--- config.mk ---
export PLATFORM = sky130hd
export DESIGN_NAME = sync_set_ctrl
export DESIGN_NICKNAME = d
export VERILOG_FILES = /design/src/rtl/sync_set_ctrl_pkg.sv /design/src/rtl/sync_interval_monitor.sv /design/src/rtl/sync_set_ctrl.sv
export SDC_FILE = /design/constraint.sdc
export NUM_CORES = 1
export LEC_CHECK = 0
export BUFFER_PORTS_ARGS = -buffer_cell sky130_fd_sc_hd__buf_2
export CAP_MARGIN = 40
export CORE_AREA = 2 2 143 89
export CTS_CLUSTER_SIZE = 40
export DETAILED_ROUTE_END_ITERATION = 10
export DIE_AREA = 0 0 145 91
export GPL_TIMING_DRIVEN = 1
export PLACE_DENSITY = 0.78
export SLEW_MARGIN = 20
export SYNTH_ARGS = -nofsm -noshare
export SYNTH_HDL_FRONTEND = slang
export SYNTH_SLANG_ARGS = --single-unit
--- constraint.sdc ---
create_clock -name CLK -period 8.4 [get_ports CLK]
set_input_delay 2.52 -clock CLK [delete_from_list [all_inputs] [get_ports CLK]]
set_output_delay 2.52 -clock CLK [all_outputs]
set_load 0.02 [all_outputs]
--- src/rtl/sync_set_ctrl_pkg.sv ---
// Shared settings for the ECAT sync-time load path.
// Holds the controller state type and constants common with the synchronizer.
package sync_set_ctrl_pkg;

    // 20.48 MHz CLK x 500 us ECAT sync period
    localparam int unsigned ECAT_SYNC_BASE_CNT = 10240;
    localparam int unsigned ECAT_SYNC_BASE_NS  = 500000;

    // Width of the SYNC interval measurement
    localparam int unsigned IVL_W = 18;

    typedef enum logic [1:0] {
        IDLE,
        WAIT_SYNC,
        SETTLE
    } sync_ctrl_state_t;

endpackage

--- src/rtl/sync_interval_monitor.sv ---
// Measures SYNC spacing and reports LOCKED once enough good intervals follow a load.
// Ports: CLK, RST (async high), SYNC, CLEAR (accepted load request),
//        LOADED_OK (last load finished) -> LOCKED, LAST_INTERVAL (cycles).
module sync_interval_monitor
    import sync_set_ctrl_pkg::*;
#(
    parameter int unsigned BASE_CNT   = ECAT_SYNC_BASE_CNT,
    parameter int unsigned TOL        = 2,
    parameter int unsigned LOCK_COUNT = 3
) (
    input  logic             CLK,
    input  logic             RST,
    input  logic             SYNC,
    input  logic             CLEAR,
    input  logic             LOADED_OK,
    output logic             LOCKED,
    output logic [IVL_W-1:0] LAST_INTERVAL
);

    localparam int unsigned GC_W = $clog2(LOCK_COUNT + 1);

    localparam logic [IVL_W-1:0] IVL_MAX = '1;
    localparam logic [IVL_W-1:0] GOOD_LO = IVL_W'(BASE_CNT - TOL);
    localparam logic [IVL_W-1:0] GOOD_HI = IVL_W'(BASE_CNT + TOL);
    // ivl steps onto BASE_CNT+TOL on the edge after this value
    localparam logic [IVL_W-1:0] MISS_AT = IVL_W'(BASE_CNT + TOL - 1);
    localparam logic [GC_W-1:0]  GC_FULL = GC_W'(LOCK_COUNT);

    if (LOCK_COUNT == 0 || TOL > BASE_CNT ||
        BASE_CNT + TOL >= 2 ** IVL_W) begin : g_param_check
        $error("sync_interval_monitor: BASE_CNT/TOL/LOCK_COUNT out of range");
    end

    logic [IVL_W-1:0] ivl;
    logic [IVL_W-1:0] ivl_inc;
    logic             first;
    logic [GC_W-1:0]  good_cnt;
    logic [GC_W-1:0]  good_nxt;
    logic             good;
    logic             missing;

    always_comb begin
        // ivl_inc is the interval length if SYNC lands this cycle
        ivl_inc  = (ivl == IVL_MAX) ? IVL_MAX : ivl + 1'b1;
        good     = (ivl_inc >= GOOD_LO) && (ivl_inc <= GOOD_HI);
        missing  = first && !SYNC && (ivl == MISS_AT);
        good_nxt = good_cnt;
        if (CLEAR) begin
            good_nxt = '0;
        end else if (SYNC && first) begin
            if (!good) begin
                good_nxt = '0;
            end else if (good_cnt != GC_FULL) begin
                good_nxt = good_cnt + 1'b1;
            end
        end else if (missing) begin
            good_nxt = '0;
        end
    end

    always_ff @(posedge CLK or posedge RST) begin
        if (RST) begin
            ivl           <= '0;
            first         <= 1'b0;
            good_cnt      <= '0;
            LOCKED        <= 1'b0;
            LAST_INTERVAL <= '0;
        end else begin
            ivl <= SYNC ? '0 : ivl_inc;
            if (CLEAR) begin
                first <= 1'b0;
            end else if (SYNC) begin
                first <= 1'b1;
            end
            if (SYNC && first && !CLEAR) begin
                LAST_INTERVAL <= ivl_inc;
            end
            good_cnt <= good_nxt;
            LOCKED   <= LOADED_OK && (good_nxt == GC_FULL);
        end
    end

endmodule

--- src/rtl/sync_set_ctrl.sv ---
// Sequences a CPU sync-time load into the synchronizer: SET pulse, wait for the
// consuming SYNC, settle, then DONE or TIMEOUT_ERR; also reports SYNC lock.
// Ports: CLK, RST (async high), REQ/REQ_TIME (CPU), SYNC (synchronizer),
//        SYNC_SET/SYNC_TIME (to synchronizer), BUSY, DONE, TIMEOUT_ERR,
//        LOCKED, LAST_INTERVAL (status to CPU).
module sync_set_ctrl
    import sync_set_ctrl_pkg::*;
#(
    parameter int unsigned BASE_CNT        = ECAT_SYNC_BASE_CNT,
    parameter int unsigned TOL             = 2,
    parameter int unsigned TIMEOUT_PERIODS = 4,
    parameter int unsigned SETTLE_CYCLES   = 8,
    parameter int unsigned LOCK_COUNT      = 3
) (
    input  logic             CLK,
    input  logic             RST,
    input  logic             REQ,
    input  logic [63:0]      REQ_TIME,
    input  logic             SYNC,
    output logic             SYNC_SET,
    output logic [63:0]      SYNC_TIME,
    output logic             BUSY,
    output logic             DONE,
    output logic             TIMEOUT_ERR,
    output logic             LOCKED,
    output logic [IVL_W-1:0] LAST_INTERVAL
);

    localparam int unsigned TMO_CYCLES = TIMEOUT_PERIODS * BASE_CNT;
    localparam int unsigned TMO_W      = $clog2(TMO_CYCLES);
    localparam int unsigned STL_W      = $clog2(SETTLE_CYCLES);

    // Expire on the edge where the count would reach TMO_CYCLES-1
    localparam logic [TMO_W-1:0] TMO_FIRE = TMO_W'(TMO_CYCLES - 2);
    // The consuming SYNC edge is the first settle cycle
    localparam logic [STL_W-1:0] STL_FIRE = STL_W'(SETTLE_CYCLES - 2);

    if (SETTLE_CYCLES < 2 || TMO_CYCLES < 2) begin : g_param_check
        $error("sync_set_ctrl: SETTLE_CYCLES and timeout must be >= 2");
    end

    sync_ctrl_state_t state, state_d;
    logic [TMO_W-1:0] tmo_cnt, tmo_cnt_d;
    logic [STL_W-1:0] stl_cnt, stl_cnt_d;
    logic             loaded_ok, loaded_ok_d;
    logic             set_d;
    logic [63:0]      time_d;
    logic             busy_d;
    logic             done_d;
    logic             terr_d;
    logic             clear;

    always_ff @(posedge CLK or posedge RST) begin
        if (RST) begin
            state       <= IDLE;
            tmo_cnt     <= '0;
            stl_cnt     <= '0;
            loaded_ok   <= 1'b0;
            SYNC_SET    <= 1'b0;
            SYNC_TIME   <= '0;
            BUSY        <= 1'b0;
            DONE        <= 1'b0;
            TIMEOUT_ERR <= 1'b0;
        end else begin
            state       <= state_d;
            tmo_cnt     <= tmo_cnt_d;
            stl_cnt     <= stl_cnt_d;
            loaded_ok   <= loaded_ok_d;
            SYNC_SET    <= set_d;
            SYNC_TIME   <= time_d;
            BUSY        <= busy_d;
            DONE        <= done_d;
            TIMEOUT_ERR <= terr_d;
        end
    end

    always_comb begin
        state_d     = state;
        tmo_cnt_d   = tmo_cnt;
        stl_cnt_d   = stl_cnt;
        loaded_ok_d = loaded_ok;
        set_d       = 1'b0;
        time_d      = SYNC_TIME;
        busy_d      = BUSY;
        done_d      = 1'b0;
        terr_d      = TIMEOUT_ERR;
        clear       = 1'b0;
        unique case (state)
            IDLE: begin
                // A SYNC in this same cycle is the one that latches SET,
                // so it is never taken as the consuming SYNC.
                if (REQ) begin
                    state_d     = WAIT_SYNC;
                    tmo_cnt_d   = '0;
                    set_d       = 1'b1;
                    time_d      = REQ_TIME;
                    busy_d      = 1'b1;
                    terr_d      = 1'b0;
                    loaded_ok_d = 1'b0;
                    clear       = 1'b1;
                end
            end
            WAIT_SYNC: begin
                if (SYNC) begin
                    state_d   = SETTLE;
                    stl_cnt_d = '0;
                end else if (tmo_cnt == TMO_FIRE) begin
                    state_d = IDLE;
                    terr_d  = 1'b1;
                    busy_d  = 1'b0;
                end else begin
                    tmo_cnt_d = tmo_cnt + 1'b1;
                end
            end
            SETTLE: begin
                if (stl_cnt == STL_FIRE) begin
                    state_d     = IDLE;
                    done_d      = 1'b1;
                    busy_d      = 1'b0;
                    loaded_ok_d = 1'b1;
                end else begin
                    stl_cnt_d = stl_cnt + 1'b1;
                end
            end
            default: state_d = IDLE;
        endcase
    end

    sync_interval_monitor #(
        .BASE_CNT   (BASE_CNT),
        .TOL        (TOL),
        .LOCK_COUNT (LOCK_COUNT)
    ) u_monitor (
        .CLK           (CLK),
        .RST           (RST),
        .SYNC          (SYNC),
        .CLEAR         (clear),
        .LOADED_OK     (loaded_ok),
        .LOCKED        (LOCKED),
        .LAST_INTERVAL (LAST_INTERVAL)
    );

endmodule

Word level (Yosys, flattened, before mapping)
Index checks and enable logic that the tools add are counted.

cells by class
  add/subtract/negate cells = 4
  order comparisons = 2
  eq/ne operators = 16
  muxes and demuxes = 36
  reduce and logical (&&, ||, !) cells = 21

operators with widths
  cell                   count
  $mux 16                3
  $mux 18                2
  $pmux 16 s2            1
  $add 18x1->18 const B  1
  $eq 18x14->1 const B   1
  $eq 18x18->1 const B   1
  $ge 18x14->1 const B   1
  $le 18x14->1 const B   1
  $mux 2                 9
  $add 16x1->16 const B  1
  $eq 16x16->1 const B   1
  $ne 2x2->1 const B     8
  $mux 1                 14
  $reduce_and 3->1       3
  $reduce_and 4->1       2
  $reduce_bool 2->1      4
  $logic_and 1x1->1      6
  $mux 3                 2
  $pmux 2 s3             1
  $pmux 3 s2             1
  $reduce_and 5->1       1
  $eq 2x2->1 const B     2
  $pmux 1 s2             2
  $add 3x1->3 const B    1
  other kinds (9)        10

storage, ports and cells
  bits in registers = 130
  bits of input ports = 68
  output and inout bits = 87
  logic and storage cells = 93

Depth between registers and ports, before layout
  word-level depth = 9
  mapped depth = 11
  mapped depth without buffers = 10

Hierarchy
Synthesis repeated with hierarchy kept, for this count alone.

unflattened totals
  cell total of the unflattened synthesis = 539
  area, all modules = 6070.8 um^2

by module, submodules not included
  module                 times used  cells an instance  area each (um^2)  seq. area each (um^2)
  sync_set_ctrl          1           302                3970.1            2252.2
  sync_interval_monitor  1           237                2100.8            1001.0

Worst setup path after synthesis
Ideal clock, no wire load.

  kind = input -> register
  from = in REQ
  to = reg tmo_cnt[15]
  setup time = 0.078 ns
  arrival = 3.887 ns
  data required time = 8.322 ns
  slack = 4.435 ns
  cell stages on the path = 7
  path buffers = 0
  path through = nand2b_1 > o211ai_1 > a21oi_4 > nor2_2 > or3_4 > or3_1 > a21oi_1

between the ends
  cells in the longest elaborated chain, start to end = 2

ends and longest elaborated chain
  what                               line                 text
  start, declared                    sync_set_ctrl.sv:17  input logic REQ,
  $ne 2x2->1 (no source line)        --
  $reduce_and 4->1 (no source line)  --
  end signal, assigned               sync_set_ctrl.sv:66  tmo_cnt <= tmo_cnt_d;
  end, declared                      sync_set_ctrl.sv:43  logic [TMO_W-1:0] tmo_cnt, tmo_cnt_d;

Every way passes these cells.
A chain may end at the register's enable or synchronous reset.

Final worst setup path
Same ends and word-level chain as after synthesis.

==> flow_summary.ini <==
[run_status]
status = finished, final reports clean

[routing]
dr_total_vias = 4553
viasPerCell = 5.36
dr.pass1.iters = 7
drt_iter0_drc = 316
drc = 0
wl_per_cell_um = 17.3
ant_nets = 0
totalWireLength_um = 14700

[clock_network]
cts_max_level = 4
tritoncts = built
path_clk_slew_ns = 0.06
post_cts_buffers = 0
ctsResizeCount = 0
cts_made_buffers = 17
clk_path_buf_depth = 2
cts_root_buf = clkbuf_16
worst_skew_pair.late_latency_ns = 0.41
ctsHoldBuffers = 0
clock_sinks = 130

[cells_and_area]
seq_area_mm2 = 0.00325
final_layout_size_suffix_gt1_frac = 0.406
area_growth_pct = 26.3
fin_nets = 750
post-route-util = 0.623
multi_input_area_mm2 = 0.00244
diodes = 0
fillers = 926

[worst_setup_path]
crit_arrival_ns = 4.43
critPathKind = input port to flip-flop
start_kind = input port
cp_max_fo = 10
critPathCaptureType = flip-flop
crit_required_ns = 8.74

[synthesis]
yosysUniqueCellTypes = 55
netlist_instances = 512
netlist_area_mm2 = 0.00583
async_flop_share = 1.00
syn-num-nets = 591
avgSynthCellArea_um2 = 11.4
ys_seq_area_frac = 0.558
synth-seq-cells = 130
yosysWarnings = 0
synth_ff_type = dfrtp_1
synth-edff-count = 0

[grt]
antenna_found_initial = 0
grt_pass1_wl_um = 23800
grt_pass1_vias = 4424
grt_max_degree = 59
grtUsageTotal = 0.230
gr-total-overflow = 0

[timing]
clock.fmax_ghz = 0.244
period_minus_slack_ns = 4.09
fin_setup_tns_ns = 0
worst_pin_slew_ns = 0.745
rsz0062_at_grt = false
setup_ws_ns = 4.31
finalClockSkew_ns = 0.00912
slew_headroom = 0.503
report.final.slew_viol_count = 0
hold_viol_final = 0
setup_viol = 0
finalCritPeriodShare = 0.487

[power_and_ir_drop]
leakage_nw = 3.48
power.density_mw_per_mm2 = 347
ir_drop_v = 0.000189
p_total_w = 0.00256

[place]
place_congestion = 0.912
port_buffers = 154
hpwl_um = 10600
pre_cts_ws_ns = 3.89

[worst_hold_path]
hold_path.class = flip-flop to flip-flop

[floorplan]
pin_count = 155
die_w_um = 145
fp.coreArea_mm2 = 0.0118
row_count = 31
dieArea_mm2 = 0.0132
initial_core_util = 0.493
die_h_um = 91

[job]
max-cap-violations = 0
-- flip-flops by register name (all words and copies together) (netlist names) --
name / cells
SYNC_TIME: 64
u_monitor.LAST_INTERVAL: 18
u_monitor.ivl: 18
tmo_cnt: 16
stl_cnt: 3
state: 2
u_monitor.good_cnt: 2
BUSY: 1
DONE: 1
SYNC_SET: 1
TIMEOUT_ERR: 1
loaded_ok: 1
u_monitor.LOCKED: 1
u_monitor.first: 1
-- where the power goes --
group	switching [W]	internal [W]
Clock	0.000299	0.000445
Sequential	0.000116	0.000821
Combinational	0.000523	0.000358
-- critical path, cell delays in order --
cell and delay [ns]:
buf_2 0.11, nand2_1 0.14, nor2_1 0.39, buf_4 0.26, nor2_2 0.08, or3_4 0.41, or3_1 0.37, a21oi_1 0.15
-- layout by cell type (no fill, tap or decap), types with 3 or more instances in the layout --
| cell | count |
|---|---|
| and3_1 | 4 |
| a21oi_1 | 16 |
| nand4_1 | 11 |
| buf_2 | 154 |
| nor2_1 | 59 |
| nand3_1 | 11 |
| clkbuf_16 | 17 |
| o21ai_0 | 37 |
| mux2_2 | 65 |
| o211ai_1 | 5 |
| inv_6 | 5 |
| buf_4 | 3 |
| and4_4 | 5 |
| or3_1 | 4 |
| nand2_1 | 46 |
| mux2i_1 | 4 |
| and2_1 | 4 |
| dfrtp_1 | 130 |
| xnor2_1 | 7 |
| inv_1 | 8 |
| nor4_1 | 4 |
| xor2_1 | 14 |
| a31oi_1 | 4 |
| clkinv_4 | 5 |
| nor3_1 | 6 |
| ha_1 | 11 |
-- metal layers --
layer | vias up | part of all wire | GRT usage
li1 | 2126 | - | -
met1 | 2206 | 0.46 | 0.323
met2 | 206 | 0.45 | 0.352
met3 | 15 | 0.082 | 0.0658
met4 | 0 | 0.010 | 0.0627
met5 | - | 0 | 0
-- area by class of cell --
type                       instances  area share
clock inverter                    15      0.0233
sequential                       130       0.441
tap                              165      0.0280
timing repair buffer             159       0.112
clock buffer                      17      0.0577
multi-input combinational        353       0.332
inverter                          10     0.00543
-- Yosys cell counts, drive strengths merged (6+ instances only) --
cell	n	area (µm²)
nand3	13	82.6
a21oi	17	96.4
clkbuf	14	62.6
xnor2	7	61.3
and2	7	48.8
nor2	61	234
dfrtp	130	3250
inv	10	37.5
nor3	6	30.0
mux2	65	732
nand4	12	81.3
o21ai	37	185
ha	11	138
and4	7	73.8
nand2	46	173
xor2	14	123
-- path summary, 6_finish.rpt --
| kind | from | to | slack (ns) | cells past startpoint |
|---|---|---|---|---|
| worst max-delay path | REQ | tmo_cnt[15] | 4.31 | 8 |
| worst min-delay path | u_monitor.LAST_INTERVAL[10] | u_monitor.LAST_INTERVAL[10] | 0.48 | 2 |
| worst max register to register | state[1] | tmo_cnt[15] | 5.70 | 9 |
| worst min register to register | u_monitor.LAST_INTERVAL[10] | u_monitor.LAST_INTERVAL[10] | 0.48 | 2 |
| max in group asynchronous | RST | u_monitor.ivl[0] | 4.99 | 4 |
| min in group asynchronous | RST | SYNC_TIME[26] | 2.20 | 2 |
-- metrics by stage --
stage	area (µm²)	hold WS (ns)	cells
floorplan	5830	0.494	512
global placement	6730	0.463	814
detailed placement	6770	0.470	817
CTS	7370	0.485	849
global route	7370	0.512	849
finish	7370	0.482	849
-- kinds of logic (layout without fill, tap and decap cells) --
family / Yosys count / count (layout) / synth area share
AO/OA/AOI/OAI: 73 / 73 / 0.0740
XOR/XNOR: 21 / 21 / 0.0315
adder cells (fa/ha/maj): 11 / 11 / 0.0236
buffers and inverters: 29 / 201 / 0.0232
flip-flops: 130 / 130 / 0.558
multiplexers: 69 / 69 / 0.132
AND/OR/NAND/NOR: 179 / 179 / 0.158
(Power assumes the default switching activity.)
